==> src/rtl/reg_check_monitor_pkg.sv <==
// Shared types and width helpers for the register self-check monitor.
package rcm_pkg;

    typedef enum logic [1:0] {
        IDLE,
        RUN,
        CHECK,
        DONE
    } state_t;

    function automatic int idx_w(input int n);
        return (n > 1) ? $clog2(n) : 1;
    endfunction

    localparam int NUM_CHECKS_DEF = 8;
    localparam int IDX_W = idx_w(NUM_CHECKS_DEF);
    localparam int CNT_W = $clog2(NUM_CHECKS_DEF + 1);

endpackage

==> src/rtl/reg_check_monitor_shadow_regfile.sv <==
// Shadow copy of the core register file: one write port, one async read port.
module shadow_regfile #(
    parameter int DATA_W  = 16,
    parameter int ADDR_W  = 3,
    parameter int ZERO_HW = 1
) (
    input  logic              clock,
    input  logic              clear,
    input  logic              we,
    input  logic [ADDR_W-1:0] waddr,
    input  logic [DATA_W-1:0] wdata,
    input  logic [ADDR_W-1:0] raddr,
    output logic [DATA_W-1:0] rdata
);

    localparam int DEPTH = 2 ** ADDR_W;

    logic [DATA_W-1:0] regs [DEPTH];
    logic              zero_wr;

    assign zero_wr = (ZERO_HW != 0) && (waddr == '0);

    always_ff @(posedge clock) begin
        if (clear) begin
            for (int i = 0; i < DEPTH; i++) begin
                regs[i] <= '0;
            end
        end else if (we && !zero_wr) begin
            regs[waddr] <= wdata;
        end
    end

    // r0 reads as zero even if the array slot were ever disturbed
    assign rdata = ((ZERO_HW != 0) && (raddr == '0)) ? '0 : regs[raddr];

endmodule

==> src/rtl/reg_check_monitor.sv <==
// Snoops core register writes, then compares the shadow copy against
// a loaded table of expected values once the program halts or times out.
module reg_check_monitor
    import rcm_pkg::*;
#(
    parameter int DATA_W     = 16,
    parameter int RADDR_W    = 3,
    parameter int NUM_CHECKS = 8,
    parameter int CYC_W      = 16,
    parameter int TIMEOUT    = 1000,
    parameter int ZERO_HW    = 1
) (
    input  logic                                clock,
    input  logic                                reset,
    input  logic                                start,
    input  logic                                halt,
    input  logic                                wr_en,
    input  logic [RADDR_W-1:0]                  wr_addr,
    input  logic [DATA_W-1:0]                   wr_data,
    input  logic                                exp_we,
    input  logic [idx_w(NUM_CHECKS)-1:0]        exp_idx,
    input  logic [RADDR_W-1:0]                  exp_addr,
    input  logic [DATA_W-1:0]                   exp_data,
    input  logic                                exp_valid,
    output logic                                busy,
    output logic                                done,
    output logic                                pass,
    output logic                                timed_out,
    output logic [idx_w(NUM_CHECKS)-1:0]        first_fail,
    output logic [$clog2(NUM_CHECKS+1)-1:0]     mism_count,
    output logic [CYC_W-1:0]                    cycle_count
);

    localparam int IW = idx_w(NUM_CHECKS);
    localparam int CW = $clog2(NUM_CHECKS + 1);
    localparam logic [CYC_W-1:0] CYC_MAX  = '1;
    localparam logic [CYC_W-1:0] TO_LAST  = CYC_W'(TIMEOUT - 1);
    localparam logic [IW-1:0]    LAST_IDX = IW'(NUM_CHECKS - 1);

    state_t state;
    state_t state_nx;

    logic               tab_valid [NUM_CHECKS];
    logic [RADDR_W-1:0] tab_addr  [NUM_CHECKS];
    logic [DATA_W-1:0]  tab_data  [NUM_CHECKS];

    logic [IW-1:0]      chk_idx;
    logic               idle_like;
    logic               go;
    logic               tab_wr;
    logic               at_limit;
    logic               shadow_clr;
    logic               shadow_we;
    logic [RADDR_W-1:0] rd_addr;
    logic [DATA_W-1:0]  rd_data;
    logic               entry_fail;

    assign idle_like  = (state == IDLE) || (state == DONE);
    assign go         = idle_like && start;
    assign tab_wr     = idle_like && exp_we;
    assign at_limit   = (cycle_count == TO_LAST);
    assign shadow_clr = reset || go;
    assign shadow_we  = (state == RUN) && wr_en;

    assign rd_addr    = tab_addr[chk_idx];
    assign entry_fail = tab_valid[chk_idx] && (rd_data != tab_data[chk_idx]);

    shadow_regfile #(
        .DATA_W  (DATA_W),
        .ADDR_W  (RADDR_W),
        .ZERO_HW (ZERO_HW)
    ) u_shadow (
        .clock (clock),
        .clear (shadow_clr),
        .we    (shadow_we),
        .waddr (wr_addr),
        .wdata (wr_data),
        .raddr (rd_addr),
        .rdata (rd_data)
    );

    always_comb begin
        state_nx = state;
        busy     = 1'b0;
        done     = 1'b0;
        pass     = 1'b0;
        unique case (state)
            IDLE: begin
                if (start) state_nx = RUN;
            end
            RUN: begin
                busy = 1'b1;
                if (halt || at_limit) state_nx = CHECK;
            end
            CHECK: begin
                busy = 1'b1;
                if (chk_idx == LAST_IDX) state_nx = DONE;
            end
            DONE: begin
                done = 1'b1;
                pass = (mism_count == '0) && !timed_out;
                if (start) state_nx = RUN;
            end
            default: state_nx = IDLE;
        endcase
    end

    always_ff @(posedge clock) begin
        if (reset) begin
            state       <= IDLE;
            chk_idx     <= '0;
            cycle_count <= '0;
            mism_count  <= '0;
            first_fail  <= '0;
            timed_out   <= 1'b0;
        end else begin
            state <= state_nx;
            if (go) begin
                chk_idx     <= '0;
                cycle_count <= '0;
                mism_count  <= '0;
                first_fail  <= '0;
                timed_out   <= 1'b0;
            end
            if (state == RUN) begin
                chk_idx <= '0;
                if (cycle_count != CYC_MAX) begin
                    cycle_count <= cycle_count + CYC_W'(1);
                end
                // halt in the limit cycle counts as a normal end
                if (!halt && at_limit) begin
                    timed_out <= 1'b1;
                end
            end
            if (state == CHECK) begin
                chk_idx <= chk_idx + IW'(1);
                if (entry_fail) begin
                    mism_count <= mism_count + CW'(1);
                    if (mism_count == '0) begin
                        first_fail <= chk_idx;
                    end
                end
            end
        end
    end

    always_ff @(posedge clock) begin
        if (reset) begin
            for (int i = 0; i < NUM_CHECKS; i++) begin
                tab_valid[i] <= 1'b0;
                tab_addr[i]  <= '0;
                tab_data[i]  <= '0;
            end
        end else if (tab_wr && (int'(exp_idx) < NUM_CHECKS)) begin
            tab_valid[exp_idx] <= exp_valid;
            tab_addr[exp_idx]  <= exp_addr;
            tab_data[exp_idx]  <= exp_data;
        end
    end

endmodule

==> config.mk <==
export PLATFORM = sky130hd
export DESIGN_NAME = reg_check_monitor
export DESIGN_NICKNAME = d
export VERILOG_FILES = /design/src/rtl/reg_check_monitor_pkg.sv /design/src/rtl/reg_check_monitor_shadow_regfile.sv /design/src/rtl/reg_check_monitor.sv
export SDC_FILE = /design/constraint.sdc
export NUM_CORES = 1
export LEC_CHECK = 0
export CORE_AREA = 8 8 179 181
export DETAILED_ROUTE_END_ITERATION = 8
export DIE_AREA = 0 0 187 189
export PLACE_DENSITY = 0.68
export SETUP_SLACK_MARGIN = 0.02
export SLEW_MARGIN = 10
export SYNTH_ARGS = -nofsm -noshare
export SYNTH_HDL_FRONTEND = slang
export SYNTH_SLANG_ARGS = --single-unit
==> constraint.sdc <==
create_clock -name clock -period 5.5 [get_ports clock]
set_clock_uncertainty 0.2 [all_clocks]
set_input_delay 1.375 -clock clock [delete_from_list [all_inputs] [get_ports clock]]
set_output_delay 1.375 -clock clock [all_outputs]
set_load 0.01 [all_outputs]
==> impl_results.md, run 1 <==
- DR iter-0 viols: roughly 740
- Most used flip-flop cell after synthesis: edfxtp_1
- RSZ-0062 raised after global routing: false
- Relative slew margins: 0.447
- Status: finished clean
- Antenna-violating nets left: 0
- Startpoint types: flop
- Min-Delay Path Class: reg2reg
- Clk sinks: 305
- Min Hold Slack: around 0.28 ns
- Slowest cell on crit path: nor4_4
- Commonest cells after routing, fill and taps aside: and2_1 (276), edfxtp_1 (273), clkdlybuf4s50_1 (74)
- Number of enable flip-flop cells after synthesis: approximately 270
- Via count: 8,817
- Critical setup path kind: reg2reg
- Max Freq: 224 MHz
- Sink of the worst hold path: first_fail[0]
- Total GRT Usage: 0.198
- Post-layout minimum cycle time: about 4.5 ns
- Clock root buffer: clkbuf_16
- Syn_area_per_cell: between 10 and 15 sq um
- Port Buffers: between 70 and 80
- TritonCTS clock tree: yes
- Warnings, synthesis: 0
- Die height: 189 microns
- Tcrit/Tclk final: 0.812
- Ports: 75
- Syn Nets: about 1,100
- CP peak stage delay: ~0.60 ns
- Site Rows: 63
- CTS Buf Count: 34
- Most common cell after layout, fill and taps aside: and2_1
- Post-synth ARST share: 0
- Crit-path max FO: 16
- H-tree levels: 2
- Post-DP Area: ~16,000 sq um
- Final wirelength: approximately 35 mm
- Chain of cells forming the critical path: buf_4 -> mux2_2 -> o22ai_2 -> nor3_1 -> a22o_1 -> o21ai_0 -> and3_1 -> o211ai_1 -> nor4_4 -> a21oi_2 -> mux2_1
- Endpoints failing hold: 0
- R2r endpoint: mism_count[0]
- Clk_lat worst skew: ~0.52 ns
- Fin Setup TNS: 0 ns
- Slew Viols, Final: 0
- Hold_sp: first_fail[0]
- Bufs on Longest Clock Path: 3
- Library cells used by synthesis: 65
- Hold path depth: 2
- Top-area cell type share of the netlist area: 0.573
- Largest cells by area after synthesis: edfxtp_1 (57%), and2_1 (12%), mux4_2 (6.0%), dfxtp_1 (4.5%), mux2i_1 (2.4%)
- Slew @ Worst Pin: between 0.8 and 0.9 ns
- Post-synthesis to final-layout area growth: 16.5%
- GP Congestion: slightly below 0.9
- PwrDens: roughly 370 nW/um^2
- Seq/Total Area, Yosys: 0.617
- VDD IR max: 243 uV
- Vias per cell: around 5.6
- Critical path data arrival time: 4.66 ns
- Post-Syn Area: 14,300 sq um
- WP data required: 5.69 ns
- Dpl hpwl: about 23 mm
- Diodes inserted: 0
- Initial Util: 0.489
- NumNets Final: about 1,200
- DR pass1 iterations: 5
- Layout cell share with drive strength beyond 1: 0.149
- Area leader, netlist: edfxtp_1
- CP Capture Type: flop
- Post-Syn Instances: roughly 1,100
- WL/cell: 22.4 microns
- FF-to-FF path depth: 11
- # Post-CTS Setup Buffers: 0
- # setup viols final: 0
- First-pass GRT wire length: approximately 54 mm
- Clock-pin slew on the worst setup and hold paths: roughly 0.060 ns
- Initial antenna violation count: 0
- Die Area: between 30,000 and 40,000 sq um
- PostCTS Resize Cnt: 0
- Internal reg-to-reg setup slack: 1.03 ns
- Aggregate global routing overflow: 0
- #FFs+latches synth: approximately 310
- Maxcap violations: 0
- Die width: between 150 and 200 microns
- Number of hold buffers added after cts: 0
- Maximum number of pins on one net before global-route repair: 34
- Post-route DRC: 0
- Finished Cell Area: approximately 17,000 sq um
- Vias in the first global route: ~9,000
- Leak Pwr: 0.00599 uW
- Core box area: 29,200 sq um
-- registers in the layout (all words and copies together), names as in the netlist, 3 cells and up, named ones only --
| signal | flops |
|---|---|
| tab_addr | 24 |
| mism_count | 4 |
| u_shadow.regs | 113 |
| first_fail | 3 |
| cycle_count | 16 |
| chk_idx | 3 |
| tab_data | 128 |
| tab_valid | 8 |
-- cells in the mapped netlist, drive strengths merged, types with 8 or more instances --
master and count:
mux4 38, nand4 8, buf 21, o21ai 34, nand2b 10, nand3 36
mux2i 35, and2 276, clkbuf 38, mux2 22, and3 8, dfxtp 32
nor3 9, xnor2 11, xor2 13, nand2 33, edfxtp 273, inv 11
a21oi 25, ha 9, nor2 42
-- how the worst max path moves through the flow --
stage,start,endpoint,depth (start not counted)
final,flop,mism_count[0],11
after global routing,flop,mism_count[3],11
after CTS,flop,mism_count[0],11
after detailed placement,flop,mism_count[3],10
after global placement,flop,mism_count[3],10
after floorplan,reset,tab_addr[2][0],5
-- per-stage QoR --
stage          setup slack, ns   util  power, uW  cells
2_1_floorplan             1.24      -       3600   1059
3_3_place_gp              1.10  0.534       3960   1502
3_5_place_dp              1.07  0.534       3980   1502
4_1_cts                   1.04  0.570       6160   1563
5_1_grt                  0.775  0.570       6340   1563
6_report                  1.03  0.570       6120   1563
-- per-layer routing --
| metal | wire [microns] | track usage | up-vias | share of wire |
|---|---|---|---|---|
| met1 | 14600 | 0.255 | 4422 | 0.42 |
| met5 | 0 | 0 | - | 0 |
| met3 | 1740 | 0.0248 | 66 | 0.050 |
| met4 | 994 | 0.0706 | 0 | 0.028 |
| li1 | - | - | 4069 | - |
| met2 | 17600 | 0.340 | 260 | 0.50 |
-- area by class of cell --
cell class                 instances  area, sq um
clock inverter                    18          150
fill                            2350        12600
sequential                       305         8840
timing repair buffer             112         1030
inverter                          11         41.3
tap                              390          488
multi-input combinational        684         5220
clock buffer                      43          915
-- power by group --
group          internal [uW]  leakage, uW  switching (uW)
Combinational            400      0.00233             653
Clock                   1280     0.000526             908
Sequential              2800      0.00314            88.8
-- worst max-delay path, delay by kind of cell, from the launching register on --
family,cells,cell delay (ns)
AOI/OAI and AO/OA,5,1.47
and+or+nand+nor,3,1.11
muxes,2,0.74
DFF,1,0.45
buffers and inverters,1,0.36
-- kinds of logic (layout without fill, tap and decap cells) --
group,after synthesis,after routing,share of synthesized area
and+or+nand+nor,445,445,0.182
DFF,305,305,0.617
AOI/OAI and AO/OA,110,110,0.0526
muxes,95,95,0.102
buffers and inverters,70,184,0.0226
xor gates and xnor gates,24,24,0.0147
adders and majority gates,9,9,0.00787
other,1,1,0.000262
(Power assumes the default switching activity.)
==> inputs of run 2 (changes only) <==
--- a/config.mk
+++ b/config.mk
@@ -8,7 +8,7 @@
 export CORE_AREA = 8 8 179 181
 export DETAILED_ROUTE_END_ITERATION = 8
 export DIE_AREA = 0 0 187 189
-export PLACE_DENSITY = 0.68
+export PLACE_DENSITY = 0.7
 export SETUP_SLACK_MARGIN = 0.02
 export SLEW_MARGIN = 10
 export SYNTH_ARGS = -nofsm -noshare
==> constraint.sdc (replaced) <==
create_clock -name clock -period 3.7 [get_ports clock]
set_clock_uncertainty 0.2 [all_clocks]
set_input_delay 0.925 -clock clock [delete_from_list [all_inputs] [get_ports clock]]
set_output_delay 0.925 -clock clock [all_outputs]
set_load 0.01 [all_outputs]
==> run 2 against run 1 <==
Against the previous run: count of clock-buffer cells in the layout fell by 4; worst hold slack got worse by 0.0084 ns; sequential cell count did not move; non-clock buffer count rose by 47; design area rose by 3.1%; via count rose by 3.4%; utilization rose by 1.8 points; routed wire length rose by 3.7%; worst setup slack got worse by 0.95 ns; first-iteration DRC count rose by 4.6%; critical path type unchanged; clock power rose by 53%; fmax rose by 23%.
==> impl_results.md, run 2 (synthesis gave the netlist of run 1 again) <==
- Status: finished clean
- Tcrit/Tclk final: 0.979
- Critical path depth: 12
- Slew @ Worst Pin: around 0.72 ns
- Critical path data arrival time: between 3 and 4 ns
- Slew Viols, Final: 0
- Ports: 75
- Final wirelength: between 30 and 40 mm
- Largest Register: tab_data
- R2r endpoint: first_fail[2]
- Number of hold buffers added after cts: 0
- WL/cell: around 22 microns
- VDD IR max: 423 uV
- Maximum number of pins on one net before global-route repair: 30
- CP dominant cell by count: buf_4
- First-pass GRT wire length: 55.3 mm
- Finished Cell Area: roughly 17,000 sq um
- Most common cell after layout, fill and taps aside: and2_1
- Metal2 WL: around 18 mm
- Max Freq: 276 MHz
- Met3 wire len: 2.25 mm
- PwrDens: 543 nW/um^2
- Die Area: roughly 35,000 sq um
- Aggregate global routing overflow: 0
- FF-to-FF path depth: 12
- WP data required: around 3.9 ns
- DR pass1 iterations: 5
- Endpoints failing hold: 0
- Relative slew margins: 0.516
- Startpoint types: flop
- Leak Pwr: between 0.006 and 0.007 uW
- Internal reg-to-reg setup slack: roughly 0.08 ns
- Initial antenna violation count: 0
- Met1 WL: around 15 mm
- NumNets Final: 1,253
- Critical setup path kind: reg2reg
- GP Congestion: 0.934
- # setup viols final: 0
- Antenna-violating nets left: 0
- CTS Buf Count: 34
- Min-Delay Path Class: reg2reg
- Diodes inserted: 0
- Commonest cells after routing, fill and taps aside: and2_1 (276), edfxtp_1 (273), buf_4 (79)
- Chain of cells forming the critical path: mux4_2 -> mux2_2 -> buf_4 -> nand2_2 -> o211ai_1 -> a21oi_1 -> xor2_1 -> nor4_4 -> buf_4 -> buf_4 -> a211oi_4 -> mux2i_1
- Clk sinks: 305
- Post-route DRC: 0
- Post-DP Area: about 16,000 sq um
- Core box area: ~30,000 sq um
- Post-layout minimum cycle time: around 3.6 ns
- Crit path max-delay family: multiplexers
- Vias per cell: approximately 5.7
- Largest regs: tab_data (128), u_shadow.regs (113), tab_addr (24)
- CP peak stage delay: around 0.53 ns
- Clock root buffer: clkbuf_16
- Bufs on Longest Clock Path: 3
- Via count: a little over 9,000
- TritonCTS clock tree: yes
- Largest register FFs: roughly 130
- Fin Setup TNS: 0 ns
- Buf+Inv Stages, Crit Path: 3
- Post-synthesis to final-layout area growth: 20.2%
- Die width: about 190 microns
- DR iter-0 viols: between 700 and 800
- Clock-pin slew on the worst setup and hold paths: approximately 0.060 ns
- Layout cell share with drive strength beyond 1: 0.197
- Total GRT Usage: 0.201
- Clk_lat worst skew: about 0.52 ns
- Crit-path max FO: 23
- Maxcap violations: 0
- Port Buffers: 74
- CP endpoint: first_fail[2]
- Max Used Layer: met4
- H-tree levels: 2
- CP Capture Type: flop
- Die height: between 150 and 200 microns
- Vias in the first global route: 9,397
- Dpl hpwl: 23.3 mm
- Slowest cell on crit path: mux4_2
- Site Rows: 63
- RSZ-0062 raised after global routing: true
- Initial Util: 0.489
==> run 2: worst min-delay path, cell delays in order (launching register included) <==
cell and delay, ns:
dfxtp_1 0.31, nand3_1 0.06, mux2i_1 0.06
==> run 2: worst min path at each step <==
stage	cells past startpoint	startpoint	to
finish	2	first_fail[0]	first_fail[0]
global route	2	first_fail[1]	first_fail[1]
CTS	2	first_fail[0]	first_fail[0]
detailed placement	2	first_fail[0]	first_fail[0]
global placement	2	first_fail[0]	first_fail[0]
floorplan	2	chk_idx[1]	first_fail[1]
==> run 2: final cells by class <==
class	count	area, sq um
well taps	390	488
multi-input cells	685	5290
clock inverters	22	206
clock buffers	39	900
repair buffers	159	1440
flip-flops and latches	305	8840
inverters	11	41.3
fillers	2271	12000
==> run 2: through the flow <==
step / total power [uW] / utilization / hold slack (ns) / cells / setup WS, ns
CTS: 9350 / 0.585 / 0.280 / 1608 / 0.0480
global route: 9700 / 0.588 / 0.309 / 1611 / -0.0340
floorplan: 5350 / - / 0.250 / 1059 / -0.107
detailed placement: 6020 / 0.546 / 0.272 / 1543 / -0.194
global placement: 5990 / 0.546 / 0.266 / 1543 / -0.153
finish: 9350 / 0.588 / 0.275 / 1611 / 0.0793
==> run 2: report_power, final <==
group | switching [uW] | internal [uW]
combinational | 1010 | 719
clock | 1360 | 1970
sequential | 134 | 4160
total | 2510 | 6840
==> run 2: routing by layer <==
| metal | up-vias | global-route usage |
|---|---|---|
| li1 | 4173 | - |
| met4 | 0 | 0.0617 |
| met1 | 4583 | 0.253 |
| met5 | - | 0 |
| met2 | 302 | 0.353 |
| met3 | 62 | 0.0340 |
==> run 2: timing repair <==
item	in CTS	in global routing
cloned	0	1
setup buffers	4	3
gates resized for setup	4	14
endpoints found under the setup margin	7	7
pin swaps	1	9
